## config.mk

```make
export PLATFORM = sky130hd
export DESIGN_NAME = inst_fifo_flat
export DESIGN_NICKNAME = d
export VERILOG_FILES = /design/src/rtl/inst_fifo_if.sv /design/src/rtl/inst_fifo.sv /design/src/flat_wrapper.sv
export SDC_FILE = /design/constraint.sdc
export NUM_CORES = 2
export LEC_CHECK = 0
export CELL_PAD_IN_SITES_DETAIL_PLACEMENT = 1
export CELL_PAD_IN_SITES_GLOBAL_PLACEMENT = 2
export CORE_MARGIN = 2
export CORE_UTILIZATION = 35
export DETAILED_ROUTE_END_ITERATION = 10
export PLACE_DENSITY = 0.62
export SYNTH_ARGS = -nofsm -noshare
export SYNTH_HDL_FRONTEND = slang
export SYNTH_SLANG_ARGS = --single-unit
```

## constraint.sdc

```tcl
create_clock -name clk -period 14.66 [get_ports clk]
set_clock_uncertainty 0.1 [all_clocks]
set_input_delay 2.199 -clock clk [delete_from_list [all_inputs] [get_ports clk]]
set_output_delay 2.199 -clock clk [all_outputs]
set_load 0.02 [all_outputs]
```

## src/rtl/inst_fifo_if.sv

```systemverilog
// Fetch/issue handshake bundle for the instruction queue.
// master: fetch+issue side (pushes, pops, flush); slave: the queue.
interface inst_fifo_if #(
    parameter int DEPTH = 16,
    parameter int WIDTH = 99
);
    localparam int CW = $clog2(DEPTH) + 1;

    logic             flush;
    logic [WIDTH-1:0] fifo_w_data_1;
    logic             fifo_w_ena_1;
    logic [WIDTH-1:0] fifo_w_data_2;
    logic             fifo_w_ena_2;
    logic             fifo_full;
    logic [WIDTH-1:0] fifo_r_data_1;
    logic             fifo_r_data_1_ok;
    logic [WIDTH-1:0] fifo_r_data_2;
    logic             fifo_r_data_2_ok;
    logic             p_data_1;
    logic             p_data_2;
    logic [CW-1:0]    fifo_count;

    modport master (
        output flush,
        output fifo_w_data_1,
        output fifo_w_ena_1,
        output fifo_w_data_2,
        output fifo_w_ena_2,
        output p_data_1,
        output p_data_2,
        input  fifo_full,
        input  fifo_r_data_1,
        input  fifo_r_data_1_ok,
        input  fifo_r_data_2,
        input  fifo_r_data_2_ok,
        input  fifo_count
    );

    modport slave (
        input  flush,
        input  fifo_w_data_1,
        input  fifo_w_ena_1,
        input  fifo_w_data_2,
        input  fifo_w_ena_2,
        input  p_data_1,
        input  p_data_2,
        output fifo_full,
        output fifo_r_data_1,
        output fifo_r_data_1_ok,
        output fifo_r_data_2,
        output fifo_r_data_2_ok,
        output fifo_count
    );
endinterface

```

## src/rtl/inst_fifo.sv

```systemverilog
// Dual-port in-order instruction queue between fetch and issue.
// Ports: clk, rst (async, active-low), bus (inst_fifo_if.slave):
//   up to 2 pushes/cycle, head/head+1 presented with ok flags,
//   0/1/2 pops/cycle, flush, full flag and occupancy count.
module inst_fifo #(
    parameter int DEPTH = 16,
    parameter int WIDTH = 99
) (
    input  logic         clk,
    input  logic         rst,
    inst_fifo_if.slave   bus
);
    localparam int AW = $clog2(DEPTH);
    localparam int CW = AW + 1;

    logic [WIDTH-1:0] mem_q [DEPTH];

    logic [AW-1:0] head_q, head_d;
    logic [AW-1:0] tail_q, tail_d;
    logic [CW-1:0] count_q, count_d;

    logic [1:0]    npush;
    logic [1:0]    req_pop;
    logic [1:0]    npop;
    logic [CW-1:0] free;
    logic          accept;
    logic          wr_ok;
    logic [AW-1:0] tail_n;
    logic [AW-1:0] head_n;
    logic [WIDTH-1:0] wdata0;

    // Free space is judged on the registered count only, so a
    // same-cycle pop never makes room for a push.
    assign npush  = {1'b0, bus.fifo_w_ena_1}
                  + {1'b0, bus.fifo_w_ena_2};
    assign free   = CW'(DEPTH) - count_q;
    assign accept = CW'(npush) <= free;
    assign wr_ok  = accept && !bus.flush;

    assign req_pop = {bus.p_data_1 & bus.p_data_2,
                      bus.p_data_1 & ~bus.p_data_2};

    // Clamp the pop request to what is actually held.
    always_comb begin
        npop = 2'd0;
        unique case (1'b1)
            (count_q == '0):      npop = 2'd0;
            (count_q == CW'(1)):  npop = {1'b0, |req_pop};
            default:              npop = req_pop;
        endcase
    end

    always_comb begin
        head_d  = head_q;
        tail_d  = tail_q;
        count_d = count_q;
        if (bus.flush) begin
            head_d  = '0;
            tail_d  = '0;
            count_d = '0;
        end else begin
            head_d  = head_q + AW'(npop);
            if (accept) begin
                tail_d = tail_q + AW'(npush);
            end
            count_d = count_q - CW'(npop)
                    + (accept ? CW'(npush) : '0);
        end
    end

    always_ff @(posedge clk or negedge rst) begin
        if (!rst) begin
            head_q  <= '0;
            tail_q  <= '0;
            count_q <= '0;
        end else begin
            head_q  <= head_d;
            tail_q  <= tail_d;
            count_q <= count_d;
        end
    end

    // Pushes are compacted: a lone second-port push lands at tail.
    assign tail_n = tail_q + AW'(1);
    assign wdata0 = bus.fifo_w_ena_1 ? bus.fifo_w_data_1
                                     : bus.fifo_w_data_2;

    always_ff @(posedge clk) begin
        if (wr_ok) begin
            if (bus.fifo_w_ena_1 || bus.fifo_w_ena_2) begin
                mem_q[tail_q] <= wdata0;
            end
            if (bus.fifo_w_ena_1 && bus.fifo_w_ena_2) begin
                mem_q[tail_n] <= bus.fifo_w_data_2;
            end
        end
    end

    // Outputs depend on registered state only; storage is never
    // reset, so stale entries are masked by the count.
    assign head_n = head_q + AW'(1);

    assign bus.fifo_r_data_1_ok = count_q >= CW'(1);
    assign bus.fifo_r_data_2_ok = count_q >= CW'(2);

    assign bus.fifo_r_data_1 = bus.fifo_r_data_1_ok
                             ? mem_q[head_q] : '0;
    assign bus.fifo_r_data_2 = bus.fifo_r_data_2_ok
                             ? mem_q[head_n] : '0;

    assign bus.fifo_full  = count_q > CW'(DEPTH - 2);
    assign bus.fifo_count = count_q;
endmodule

```

## src/flat_wrapper.sv

```systemverilog
// flat-port wrapper written by rule: the top's interface ports become plain ports
module inst_fifo_flat 
#(
    parameter int DEPTH = 16,
    parameter int WIDTH = 99
)
  (clk, rst, bus_flush, bus_fifo_w_data_1, bus_fifo_w_ena_1, bus_fifo_w_data_2, bus_fifo_w_ena_2, bus_p_data_1, bus_p_data_2, bus_fifo_full, bus_fifo_r_data_1, bus_fifo_r_data_1_ok, bus_fifo_r_data_2, bus_fifo_r_data_2_ok, bus_fifo_count);
  inst_fifo_if #(.DEPTH(DEPTH), .WIDTH(WIDTH)) bus_i ();
  input  logic clk;
  input  logic rst;
  input wire logic [$bits(bus_i.flush)-1:0] bus_flush;
  input wire logic [$bits(bus_i.fifo_w_data_1)-1:0] bus_fifo_w_data_1;
  input wire logic [$bits(bus_i.fifo_w_ena_1)-1:0] bus_fifo_w_ena_1;
  input wire logic [$bits(bus_i.fifo_w_data_2)-1:0] bus_fifo_w_data_2;
  input wire logic [$bits(bus_i.fifo_w_ena_2)-1:0] bus_fifo_w_ena_2;
  input wire logic [$bits(bus_i.p_data_1)-1:0] bus_p_data_1;
  input wire logic [$bits(bus_i.p_data_2)-1:0] bus_p_data_2;
  output wire logic [$bits(bus_i.fifo_full)-1:0] bus_fifo_full;
  output wire logic [$bits(bus_i.fifo_r_data_1)-1:0] bus_fifo_r_data_1;
  output wire logic [$bits(bus_i.fifo_r_data_1_ok)-1:0] bus_fifo_r_data_1_ok;
  output wire logic [$bits(bus_i.fifo_r_data_2)-1:0] bus_fifo_r_data_2;
  output wire logic [$bits(bus_i.fifo_r_data_2_ok)-1:0] bus_fifo_r_data_2_ok;
  output wire logic [$bits(bus_i.fifo_count)-1:0] bus_fifo_count;
  assign bus_i.flush = bus_flush;
  assign bus_i.fifo_w_data_1 = bus_fifo_w_data_1;
  assign bus_i.fifo_w_ena_1 = bus_fifo_w_ena_1;
  assign bus_i.fifo_w_data_2 = bus_fifo_w_data_2;
  assign bus_i.fifo_w_ena_2 = bus_fifo_w_ena_2;
  assign bus_i.p_data_1 = bus_p_data_1;
  assign bus_i.p_data_2 = bus_p_data_2;
  assign bus_fifo_full = bus_i.fifo_full;
  assign bus_fifo_r_data_1 = bus_i.fifo_r_data_1;
  assign bus_fifo_r_data_1_ok = bus_i.fifo_r_data_1_ok;
  assign bus_fifo_r_data_2 = bus_i.fifo_r_data_2;
  assign bus_fifo_r_data_2_ok = bus_i.fifo_r_data_2_ok;
  assign bus_fifo_count = bus_i.fifo_count;
  inst_fifo #(.DEPTH(DEPTH), .WIDTH(WIDTH)) u_core (.clk(clk), .rst(rst), .bus(bus_i));
endmodule
```

Yosys cells after proc, flatten, opt, wreduce, memory -nomap -nowiden
Memory sizes are Yosys's and may differ from the RTL's.
Cells that the tools add are included.
{ "word_totals": {"rom_bits": 0, "mem_bits_rw": 1584, "mem_count": 1, "wordCells": 42, "latchBits": 0, "ff_bits": 13} }
{ "op_classes": {"n_lt_le_gt_ge": 4, "shift": 0, "multipliers": 0, "mux": 15, "bitwise_logic": 3, "eq_ne": 1, "n_addsub": 8, "div_mod_pow": 0, "reduce_logical": 7} }
{ "mem_list": {"columns": ["name", "depth", "word_bits", "rd", "rd_clocked_by_memory_dff", "wr", "line_no", "source"], "rows": [
  ["u_core.mem_q", 16, 99, 2, 0, 2, "inst_fifo.sv:16", "logic [WIDTH-1:0] mem_q [DEPTH];"]
]} }
{ "op_table": {"columns": ["op", "count"], "rows": [
  ["$mux 99", 3],
  ["$mux 4", 3],
  ["$add 4x1->4 const B", 2],
  ["$add 4x2->4", 2],
  ["$mux 1", 6],
  ["$add 5x5->5", 1],
  ["$eq 5x1->1 const B", 1],
  ["$ge 5x1->1 const B", 1],
  ["$ge 5x2->1 const B", 1],
  ["$gt 5x4->1 const B", 1],
  ["$le 2x5->1", 1],
  ["$logic_not 5->1", 1],
  ["$mux 5", 1],
  ["$sub 5x2->5", 1],
  ["$sub 5x5->5 const A", 1],
  ["$pmux 2 s2", 1],
  ["$add 1x1->2", 1],
  ["$and 1x1->1", 2],
  ["$logic_and 1x1->1", 2],
  ["$mux 2", 1],
  ["$reduce_bool 2->1", 1],
  ["$reduce_or 2->1", 1],
  ["$logic_not 1->1", 1],
  ["$logic_or 1x1->1", 1],
  ["$not 1->1", 1]
]} }

Depth between registers and ports, before layout
{ "logic_depth": {"depth_word": 7, "depth_mapped": 18, "mapped_depth_nobuf": 15} }

Worst setup path before layout
Ideal clock, no wire load.
{ "synth_path": {"path_type": "input-to-reg", "start": "in bus_fifo_w_ena_1", "end": "mem u_core.mem_q[4][0], enable pin", "path_buffers": 3, "t_arrival_ns": 14.242, "t_required_ns": 13.735, "cell_stages": 11, "path_slack_ns": -0.507, "setup_time_ns": 0.825, "path_cell_list": "clkbuf_1 -> clkbuf_1 -> inv_1 -> ha_1 -> inv_1 -> ha_1 -> nor2b_1 -> o2111ai_2 -> clkbuf_1 -> nor2_1 -> o41ai_1"} }
{ "synth_lines": {"columns": ["item", "line_no", "source"], "rows": [
  ["from (decl)", "flat_wrapper.sv:13", "input wire logic [$bits(bus_i.fifo_w_ena_1)-1:0] bus_fifo_w_ena_1;"],
  ["to (decl)", "inst_fifo.sv:16", null]
]} }

Worst setup path in the final report
{ "layout_path": {"start": "reg u_core.head_q[1]", "end": "out bus_fifo_r_data_1[27]"} }
{ "layout_between": {"elab_chain_len": 2} }
{ "layout_rtl": {"columns": ["item", "line_no", "source"], "rows": [
  ["from (decl)", "inst_fifo.sv:18", "logic [AW-1:0] head_q, head_d;"],
  ["from (signal assigned)", "inst_fifo.sv:73", "head_q <= '0;"],
  ["from (signal assigned)", "inst_fifo.sv:77", "head_q <= head_d;"],
  ["$mem_v2 16x99", null, null],
  ["$mux 99", "inst_fifo.sv:107", "? mem_q[head_q] : '0;"],
  ["to (decl)", "flat_wrapper.sv:19", "output wire logic [$bits(bus_i.fifo_r_data_1)-1:0] bus_fifo_r_data_1;"]
]} }
No other way between the ends.

==> results.json <==
{
  "outcome": "complete, no violations",
  "grt_usage_pct": 25.65,
  "min_period_ns": 8.622,
  "layout_commonest_cell": "edfxtp_1",
  "synth_top_area_cell": "edfxtp_1",
  "cts_buffers": 196,
  "ys_top_cells_by_area": "edfxtp_1 (51%), mux4_2 (19%), mux2_2 (19%)",
  "area_delta_synth_final_pct": 14.08,
  "power_frac_comb_pct": 41.6,
  "final.fill_count": 26010,
  "yosysTopAreaCellShare_pct": 50.65,
  "grt_antenna_before_repair": 24,
  "holdBufCountCts": 0,
  "final_cell_mix": "edfxtp_1 (1584), mux2_2 (1575), mux4_2 (792)",
  "dp_hpwl_mm": 190.7,
  "drc_errors": 0,
  "boundaryPins": 411,
  "gr-usage-met3_pct": 3.781,
  "fin_crit_sh_pct": 58.81,
  "clk_latency_ns": 0.85,
  "power_switching_mw": 6.406,
  "syn_inst": 5499,
  "num_rows": 190,
  "placed_cell_area_um2": 100900,
  "required_ns": 12.36,
  "dr.pass1.iters": 6,
  "path_class": "reg2out",
  "met1_usage_pct": 34.48,
  "grt_max_degree": 114,
  "viasPerCell": 6.162,
  "overflow": 0,
  "ant_nets": 0,
  "coreArea_um2": 267400,
  "synth_edf_count": 1584,
  "finalNonFillerCells": 9326,
  "dp_cells": 8959,
  "cts_setup_buffers": 0,
  "start_util_pct": 35.11,
  "slew_headroom_pct": 19.97,
  "p_sw_share_pct": 36.18,
  "synthArstFlopShare_pct": 0.8140,
  "power.density_nw_per_um2": 165.3,
  "worst_pin_slew_ns": 1.200,
  "avgSynthCellArea_um2": 17.08,
  "synth_nets": 5731,
  "setup_violations": 0,
  "p_leak_nw": 33.48,
  "place_congestion": 0.7584,
  "port-buffer-count": 410,
  "gr-max-usage-layer": "met2",
  "multi_input_area_um2": 43170,
  "arrival_ns": 6.32,
  "regArea_um2": 47900,
  "grt_use_met2_pct": 43.13,
  "power_frac_clock_pct": 27.1,
  "postCtsResizedCells": 0,
  "clock-sinks": 1597,
  "cts-root-buf": "clkbuf_16",
  "grt_pass1_vias": 61050,
  "nets": 5837,
  "dieWidth_um": 522.0,
  "die-area_um2": 272500,
  "dieHeight_um": 522.0,
  "wire_per_inst_um": 38.09,
  "slew_viol_final": 0,
  "critPathLaunchType": "flop",
  "timing.final.hold_violations": 0,
  "clkTransAtPathRegs_ns": 0.06,
  "intPower_mw": 11.30,
  "irDropWorstVdd_v": 0.0001554,
  "fmax_mhz": 116.0,
  "cts_tree": "built",
  "finalWirelength_mm": 355.2,
  "yosys_warnings": 0,
  "vias": 57470,
  "fin_util_pct": 40.06,
  "cp_max_fo": 44,
  "holdWs_ns": 0.6689,
  "cts-htree-levels": 4,
  "ys_types": 49,
  "syn_area_um2": 93900,
  "synth_seq_cells": 1597,
  "seq_area_frac_synth_pct": 51.00,
  "rsz0062_at_grt": "no",
  "clk_path_buf_depth": 3,
  "grt_first_pass_wirelength_mm": 493.7,
  "hold_path.class": "reg2reg",
  "first_iter_violations": 5787,
  "synth_ff_type": "edfxtp_1",
  "seq_power_share_pct": 31.3,
  "maxCapViolCount": 0,
  "cp-end-kind": "output port",
  "design_area_um2": 107100,
  "drive_gt1_share_pct": 50.36
}
-- final timing paths --
| check | from | end | slack (ns) | depth (start not counted) |
|---|---|---|---|---|
| max in group asynchronous | rst | u_core.head_q[1] | 12.01 | 1 |
| setup / recovery | u_core.head_q[1] | bus_fifo_r_data_1[27] | 6.04 | 7 |
| hold / removal | u_core.head_q[3] | u_core.head_q[3] | 0.67 | 2 |
| setup reg to reg | u_core.bus.fifo_count[0] | u_core.mem_q[3][74] | 9.09 | 12 |
| hold reg to reg | u_core.head_q[3] | u_core.head_q[3] | 0.67 | 2 |
| min in group asynchronous | rst | u_core.bus.fifo_count[2] | 1.78 | 1 |
-- through the flow --
stage               worst slack (ns)  setup TNS (ns)  power [mW]
floorplan                    -0.5073         -200.86       10.14
global placement               6.749               0       13.02
detailed placement             6.743               0       13.05
CTS                            5.813               0       17.88
global route                   5.516               0       18.35
finish                         6.038               0       17.71
-- power groups by stage --
stage / Combinational (mW) / Clock [mW] / Sequential (mW)
2_1_floorplan: 4.54 / 0 / 5.60
3_3_place_gp: 7.40 / 0 / 5.62
3_5_place_dp: 7.41 / 0 / 5.64
4_1_cts: 7.45 / 4.89 / 5.54
5_1_grt: 7.75 / 5.03 / 5.57
6_report: 7.37 / 4.79 / 5.55
-- kinds of logic (layout without fill, tap and decap cells) --
group	Yosys count	in the layout	synth area share, %
and+or+nand+nor	80	80	0.4344
adders and majority gates	27	27	0.3917
muxes	2675	2675	41.59
xor gates and xnor gates	8	8	0.09461
other	0	5	0
AOI/OAI and AO/OA	437	437	3.193
DFF	1597	1597	51.00
buffers and inverters	675	945	3.294
-- sequential cells by signal, summed over array words and instances, names as in the netlist --
register	cells
u_core.mem_q	1584
u_core.head_q	4
u_core.bus.fifo_count	5
u_core.tail_q	4
-- synth_stat cells, types with 35 or more instances --
cell / n
a21oi_1: 105
a22oi_1: 198
buf_1: 35
buf_2: 179
buf_4: 57
clkbuf_1: 368
edfxtp_1: 1584
mux2_1: 40
mux2_2: 1575
mux2_4: 70
mux2i_1: 198
mux4_2: 792
nor2_1: 37
o22ai_1: 99
-- metal layers --
layer,routed length [um],up-vias
met5,159,-
met2,174400,2033
met1,151800,31810
li1,-,23120
met3,19030,487
met4,9838,24
-- cell type report --
class / instances / share of cell area, %
antenna: 5 / 0.01168
sequential: 1597 / 44.71
clock buffer: 238 / 4.785
clock inverter: 124 / 0.9753
tap: 3552 / 4.149
timing repair buffer: 562 / 4.993
multi-input combinational: 3227 / 40.30
inverter: 21 / 0.07358
-- critical path, stage by stage (launching register included) --
cell             delay [ns]
dfrtp_4                1.00
buf_4                  0.89
buf_4                  0.83
buf_4                  0.88
mux4_2                 0.60
a22oi_1                0.26
a21oi_1                0.24
clkdlybuf4s50_1        0.63
Note: power is estimated with default switching activity, not from simulation.
